<file path="config.mk">
export PLATFORM = sky130hd
export DESIGN_NAME = lut_decoder_sequencer
export DESIGN_NICKNAME = d
export VERILOG_FILES = /design/src/rtl/lut_decoder_sequencer_pkg.sv /design/src/rtl/lut_decoder_sequencer_lut_row_fifo2.sv /design/src/rtl/lut_decoder_sequencer.sv
export SDC_FILE = /design/constraint.sdc
export NUM_CORES = 2
export LEC_CHECK = 0
export CAP_MARGIN = 0
export CORE_AREA = 4 4 269 271
export CTS_CLUSTER_SIZE = 28
export DETAILED_ROUTE_END_ITERATION = 10
export DIE_AREA = 0 0 273 275
export GPL_ROUTABILITY_DRIVEN = 0
export PLACE_DENSITY = 0.73
export SLEW_MARGIN = 20
export SYNTH_ARGS = -nofsm -noshare
export SYNTH_HDL_FRONTEND = slang
export SYNTH_SLANG_ARGS = --single-unit
export TNS_END_PERCENT = 5
</file>
<file path="constraint.sdc">
create_clock -name clk -period 32 [get_ports clk]
set_clock_uncertainty 0.15 [all_clocks]
set_input_delay 6.4 -clock clk [delete_from_list [all_inputs] [get_ports clk]]
set_output_delay 6.4 -clock clk [all_outputs]
set_load 0.03 [all_outputs]
</file>
<file path="src/rtl/lut_decoder_sequencer_pkg.sv">
// lut_decoder_sequencer_pkg: shared widths, sweep length and FSM encodings for the LUT sequencer.
package lut_decoder_sequencer_pkg;
  localparam int WD = 73;
  localparam int WC = 21;
  localparam int WI = 11;
  localparam int N  = 64;
  localparam int WN = 7;
  typedef enum logic [1:0] {IDLE = 2'd0, RUN = 2'd1, DRAIN = 2'd2} state_e;
endpackage

</file>
<file path="src/rtl/lut_decoder_sequencer_lut_row_fifo2.sv">
// lut_row_fifo2: 2-entry register FIFO, head always in m0_q so the output needs no mux.
module lut_row_fifo2 #(
  parameter int W = 1
) (
  input  logic         clk,
  input  logic         arst,
  input  logic         srst,
  input  logic         en,
  input  logic         push,
  input  logic         pop,
  input  logic [W-1:0] din,
  output logic [W-1:0] dout,
  output logic [1:0]   count
);
  logic [W-1:0] m0_q, m0_d, m1_q, m1_d;
  logic [1:0] cnt_q, cnt_d;
  always_ff @(posedge clk or posedge arst)
    if (arst) begin
      m0_q  <= '0;
      m1_q  <= '0;
      cnt_q <= '0;
    end else if (srst) begin
      m0_q  <= '0;
      m1_q  <= '0;
      cnt_q <= '0;
    end else if (en) begin
      m0_q  <= m0_d;
      m1_q  <= m1_d;
      cnt_q <= cnt_d;
    end
  // a pop that empties the FIFO leaves m0 untouched so the idle head stays stable
  always_comb begin
    m0_d  = (pop && cnt_q == 2'd2) ? m1_q :
            (push && (cnt_q == 2'd0 || (pop && cnt_q == 2'd1))) ? din : m0_q;
    m1_d  = (push && (cnt_q == 2'd2 || (!pop && cnt_q == 2'd1))) ? din : m1_q;
    cnt_d = cnt_q + {1'b0, push} - {1'b0, pop};
  end
  assign dout  = m0_q;
  assign count = cnt_q;
endmodule

</file>
<file path="src/rtl/lut_decoder_sequencer.sv">
// lut_decoder_sequencer: sweeps lut_n over 0..N-1, buffers decoded rows in a 2-deep FIFO
// and streams them downstream over valid/ready.
import lut_decoder_sequencer_pkg::*;
module lut_decoder_sequencer (
  input  logic            clk,
  input  logic            arst,
  input  logic            srst,
  input  logic            enable,
  input  logic            start,
  output logic            busy,
  output logic            done,
  output logic [WN-1:0]   lut_n,
  input  logic [2*WD-1:0] lut_X_n_csd,
  input  logic [2*WD-1:0] lut_Y_n_csd,
  input  logic [WC-1:0]   lut_u_n_bin,
  input  logic [WC-1:0]   lut_v_n_bin,
  output logic            out_valid,
  input  logic            out_ready,
  output logic [2*WD-1:0] out_X_n_csd,
  output logic [2*WD-1:0] out_Y_n_csd,
  output logic [WC-1:0]   out_u_n_bin,
  output logic [WC-1:0]   out_v_n_bin,
  output logic [WN-1:0]   out_n,
  output logic            out_last
);
  localparam int PW = 4*WD + 2*WC + WN + 1;
  state_e state_q, state_d;
  logic [WN-1:0] lut_n_q, lut_n_d;
  logic [1:0] count;
  logic push, pop, last_row;
  logic [PW-1:0] head;
  always_ff @(posedge clk or posedge arst)
    if (arst) begin
      state_q <= IDLE;
      lut_n_q <= '0;
    end else if (srst) begin
      state_q <= IDLE;
      lut_n_q <= '0;
    end else if (enable) begin
      state_q <= state_d;
      lut_n_q <= lut_n_d;
    end
  // push never looks at out_ready, so there is no combinational ready path
  always_comb begin
    push     = state_q == RUN && count != 2'd2;
    last_row = lut_n_q == WN'(N - 1);
    state_d  = state_q;
    lut_n_d  = push ? lut_n_q + 1'b1 : lut_n_q;
    case (state_q)
      IDLE:    state_d = start ? RUN : IDLE;
      RUN:     state_d = (push && last_row) ? DRAIN : RUN;
      DRAIN: begin
        state_d = count == 2'd0 ? IDLE : DRAIN;
        lut_n_d = count == 2'd0 ? '0 : lut_n_q;
      end
      default: state_d = IDLE;
    endcase
  end
  always_comb begin
    busy      = state_q != IDLE;
    done      = enable && !srst && state_q == DRAIN && count == 2'd0;
    out_valid = count != 2'd0;
    pop       = out_valid && out_ready;
    lut_n     = lut_n_q;
    {out_X_n_csd, out_Y_n_csd, out_u_n_bin, out_v_n_bin, out_n, out_last} = head;
  end
  lut_row_fifo2 #(.W(PW)) u_fifo (
    .clk   (clk),
    .arst  (arst),
    .srst  (srst),
    .en    (enable),
    .push  (push),
    .pop   (pop),
    .din   ({lut_X_n_csd, lut_Y_n_csd, lut_u_n_bin, lut_v_n_bin, lut_n_q, last_row}),
    .dout  (head),
    .count (count)
  );
endmodule

</file>
; Yosys cells after proc, flatten, opt, wreduce, memory -nomap -nowiden
; Index checks and enable logic that the tools add are counted.
[op_classes]
n_mux = 20
n_eq_ne = 7
add_sub_neg = 3
reduce_logical = 26
[ops]
columns = op, count
row1 = $mux W342, 7
row2 = $mux W7, 5
row3 = $mux W2, 6
row4 = $logic_and A1 B1 Y1, 11
row5 = $reduce_bool A2 Y1, 4
row6 = $add A7 B1 Y7 const B, 1
row7 = $eq A7 B6 Y1 const B, 1
row8 = $pmux W2 S3, 1
row9 = $reduce_bool A3 Y1, 2
row10 = $eq A2 B1 Y1 const B, 2
row11 = $eq A2 B2 Y1 const B, 2
row12 = $logic_not A2 Y1, 2
row13 = $reduce_and A2 Y1, 2
row14 = $ne A3 B3 Y1 const B, 1
row15 = $reduce_and A3 Y1, 1
row16 = $add A2 B1 Y2, 1
row17 = $logic_not A1 Y1, 2
row18 = $logic_or A1 B1 Y1, 2
row19 = $ne A2 B2 Y1 const B, 1
row20 = $sub A2 B1 Y2, 1
row21 = $mux W1, 1
[totals]
input_bits = 340
wordCells = 61
reg_bits = 695
output_inout_bits = 352

; Longest topological paths before layout
[depth]
word_depth = 9
ltp_mapped = 9
mapped_depth_nobuf = 6

; By module
; From an unflattened synthesis, not the netlist that was laid out.
[hier_totals]
hier_cells = 2676
hier_area_um2 = 35052.4
[by_module_without_submodules]
columns = mod, area_each_um2, seq_area_each_um2, instances, cells_per_inst
row1 = lut_row_fifo2, 34465.6, 17166.5, 1, 2608
row2 = lut_decoder_sequencer, 586.8, 225.2, 1, 68

; Worst setup path after synthesis
; OpenSTA, ideal clock, no wires.
[synth_timing]
path_kind = input to output
from = input port srst
to = output port done
arrival_time_ps = 7853
path_slack_ps = 17597
path_buffers = 2
stages = 3
required_ps = 25450
cell_sequence = clkbuf_1 clkbuf_1 nor4_1
[synth_via]
elab_chain_len = 4
[synth_lines]
columns = item, line_no
row1 = start: declaration, lut_decoder_sequencer.sv:7  ; input logic srst,
row2 = $logic_not A1 Y1, lut_decoder_sequencer.sv:61  ; done = enable && !srst && state_q == DRAIN && count == 2'd0;
row3 = $logic_and A1 B1 Y1 (3 in a row), lut_decoder_sequencer.sv:61
row4 = end: declaration, lut_decoder_sequencer.sv:11  ; output logic done,
; Every way passes these cells.

; Final worst setup path
[layout_timing]
from = input port enable
to = output port done
[layout_via]
elab_chain_len = 3
[layout_lines]
columns = item, line_no
row1 = start: declaration, lut_decoder_sequencer.sv:8  ; input logic enable,
row2 = $logic_and A1 B1 Y1 (3 in a row), lut_decoder_sequencer.sv:61
; Every way passes these cells.

==> qor.txt <==
====================================================================================
Number of enable flip-flop cells after synthesis                                   0
Max-slew violation count                                                           0
Combined global-route utilization of all metal layers                          24.9%
Final hold violation count                                                         0
Worst slack at placement                                                    16.91 ns
Power density of the placed cells                                       49.5 nW/um^2
Critical Path, Cell by Cell                                             clkdlybuf4s50_1, nand2b_1, nor4_1, clkdlybuf4s50_1
Global-route wire length before repair                                     149000 um
Depth of the worst hold-timing path                                                2
Kind of cell adding the most delay to the critical path                 buffers and inverters
Min-delay src                                                           u_fifo.m1_q[231]$_DFFE_PP0P_
Clock buffer depth                                                                 3
NumNets Final                                                                   4307
Unrepaired setup endpoints after global routing                                   no
Sequential area share after synthesis                                          53.3%
Number of buffer cells added on primary ports                                    691
Clock Root Buffer                                                          clkbuf_16
Worst Path Required                                                         25.45 ns
DRC violation count after routing                                                  0
Crit-path most repeated cell                                            clkdlybuf4s50_1
Startpoint-to-endpoint class of the critical path                             in2out
Share of flip-flops with an asynchronous set or reset after synthesis           100%
Longest individual stage delay on the worst path                             0.79 ns
Worst reg2reg path startpoint                                           u_fifo.count[1]$_DFFE_PP0P_
Nets in the synthesized netlist                                                 3806
Hold path endpoint                                                      u_fifo.m1_q[231]$_DFFE_PP0P_
Max VDD drop                                                             0.0000318 V
Max-slew headroom at the worst pin                                             22.7%
Outcome                                                                 finished, final reports clean
Most frequent cells after synthesis                                     nand2_1 (1374), dfrtp_1 (695), nor2_1 (349), a21oi_1 (346), a311oi_2 (340)
Number of nets with antenna violations after routing                               0
Minimum period implied by the final worst setup slack                       15.10 ns
Distinct cells, synth                                                             37
Cell Rows                                                                         97
Critical Path AT                                                             8.55 ns
Via count of the first global-routing pass                                     25750
Count of vias placed by the detailed router                                    26930
Number of iterations in the first detailed-routing pass                            7
Post-synthesis instance area                                             32600 sq um
Remaining global-route overflow                                                    0
Antenna violations before repair                                                  28
Vertical die dimension                                                        275 um
Area fraction of the dominant cell type after synthesis                        53.3%
Kind of launch point of the worst setup path                              input port
Sum of buffers and inverters on the critical path                                  2
Stages on worst setup path                                                         4
Total of max-cap violations                                                        0
Number of buffers inserted during clock tree synthesis                            77
Worst-skew pair later-pin latency                                            0.62 ns
Worst reg2reg endpoint                                                  u_fifo.dout[129]$_DFFE_PP0P_
Worst slew pin tran                                                          1.16 ns
CP Max Fanout                                                                      9
Kind of path behind the tightest hold check                                  reg2reg
Ranking of synthesized cells by area                                    dfrtp_1 (53%), nand2_1 (16%), a311oi_2 (16%)
Share of layout cells above drive strength 1                                   12.8%
Largest net degree at the start of global routing                                199
Post-cts repair resize count                                                       0
Placeable core area                                                      69800 sq um
Estimated wirelength of the detail-placed design                            60700 um
Clk sinks                                                                        695
Library cell with the highest instance count after synthesis                 nand2_1
Synth Register Bits                                                              695
Synthesized area per cell                                                 9.41 sq um
Setup violation total in the final timing report                                   0
Final worst path period share                                                  47.2%
Initial core utilization                                                       46.7%
Reg2reg setup slack                                                         26.76 ns
Commonest register cell after synthesis                                      dfrtp_1
Die outline area                                                         75100 sq um
Top cell type by total area after synthesis                                  dfrtp_1
CTS clock-pin slew for the worst setup and hold paths                        0.06 ns
Ports placed on the boundary                                                     692
Type of destination of the critical path                                 output port
Post-detailed-routing wire length                                           97200 um
Setup TNS Final                                                                 0 ns
Violation count after the first detailed-route iteration                        2258
Area added between synthesis and finish                                        29.4%
Cell with the biggest individual delay on the critical path             clkdlybuf4s50_1
Leakage power                                                              0.0167 uW
Die width                                                                     273 um
# hold bufs at CTS                                                                 0
Buffer count from post-CTS setup fixing                                            0
Logic depth of the worst register-to-register path                                 7
Average via count per standard cell                                             5.40
Routed wire length per instance                                              19.5 um
Yosys warns                                                                        0
CTS tree                                                                       built
Max frequency                                                             0.0662 GHz
Final worst-path setup slack                                                16.90 ns
Max H-tree Level                                                                   3
Post-Syn Instances                                                              3464
====================================================================================
## layer usage
metal	routed length, um	track usage [%]
met1	38400	31.3
met2	47600	40.3
met3	7230	6.50
met4	3930	11.7
met5	61	0
## layout by cell type, fill, tap and decap left out, types with 18 or more instances in the layout
master,netlist,routed
clkbuf_16,0,78
dfrtp_1,695,695
a21oi_1,346,346
clkdlybuf4s50_1,0,690
buf_4,15,35
nand2_1,1374,1374
nor2_1,349,349
clkbuf_8,0,18
clkinv_2,0,18
a311oi_2,340,340
diode_2,0,24
## kinds of logic (layout without fill, tap and decap cells)
family | count (synthesis) | after routing | synth area share (%)
AO/OA/AOI/OAI | 705 | 705 | 21.4
adder cells (fa/ha/maj) | 2 | 2 | 0.0767
buffers and inverters | 312 | 874 | 4.74
flip-flops | 695 | 695 | 53.3
multiplexers | 2 | 2 | 0.0652
other | 0 | 24 | 0
AND/OR/NAND/NOR | 1748 | 1748 | 20.4
## area by class of cell
class	instances	area (sq um)
repair buffers	729	7240
inverters	5	26.3
diodes	24	60.1
flip-flops and latches	695	17400
fillers	5863	27600
well taps	940	1180
clock buffers	108	2240
clock inverters	32	345
multi-input cells	2457	13700
## through the flow
stage                     cells  power [uW]  cell area (sq um)  hold slack (ns)  util [%]
after detailed placement   4826        1210              39500            0.366      56.6
after global placement     4826        1210              39500            0.359      56.6
final                      4990        2090              42200            0.369      60.4
after CTS                  4966        2110              42100            0.373      60.4
after global routing       4989        2170              42200            0.384      60.4
after floorplan            3464        1090              32600            0.352         -
## report_power, final
group          switching (uW)  total (uW)  internal, uW
registers                14.1         917           903
logic                     161         273           112
clock network             372         899           527
total                     548        2090          1540
## sequential cells by signal, indices dropped and copies added, names as in the netlist
| signal | flops |
|---|---|
| u_fifo.dout | 342 |
| u_fifo.m1_q | 342 |
| lut_n | 7 |
| state_q | 2 |
| u_fifo.count | 2 |
## how the worst max path moves through the flow
stage,start,to,slack [ns]
after floorplan,arst,lut_n[0]$_DFFE_PP0P_,5.96
after global placement,enable,done,16.89
after detailed placement,enable,done,16.91
after CTS,enable,done,16.87
after global routing,enable,done,16.79
final,enable,done,16.90
## worst min-delay path, cell delays in order (launching register included)
cell and delay [ns]:
dfrtp_1 0.37, nand2_1 0.05, a21oi_1 0.05
Power figures use the tool's default switching activity.
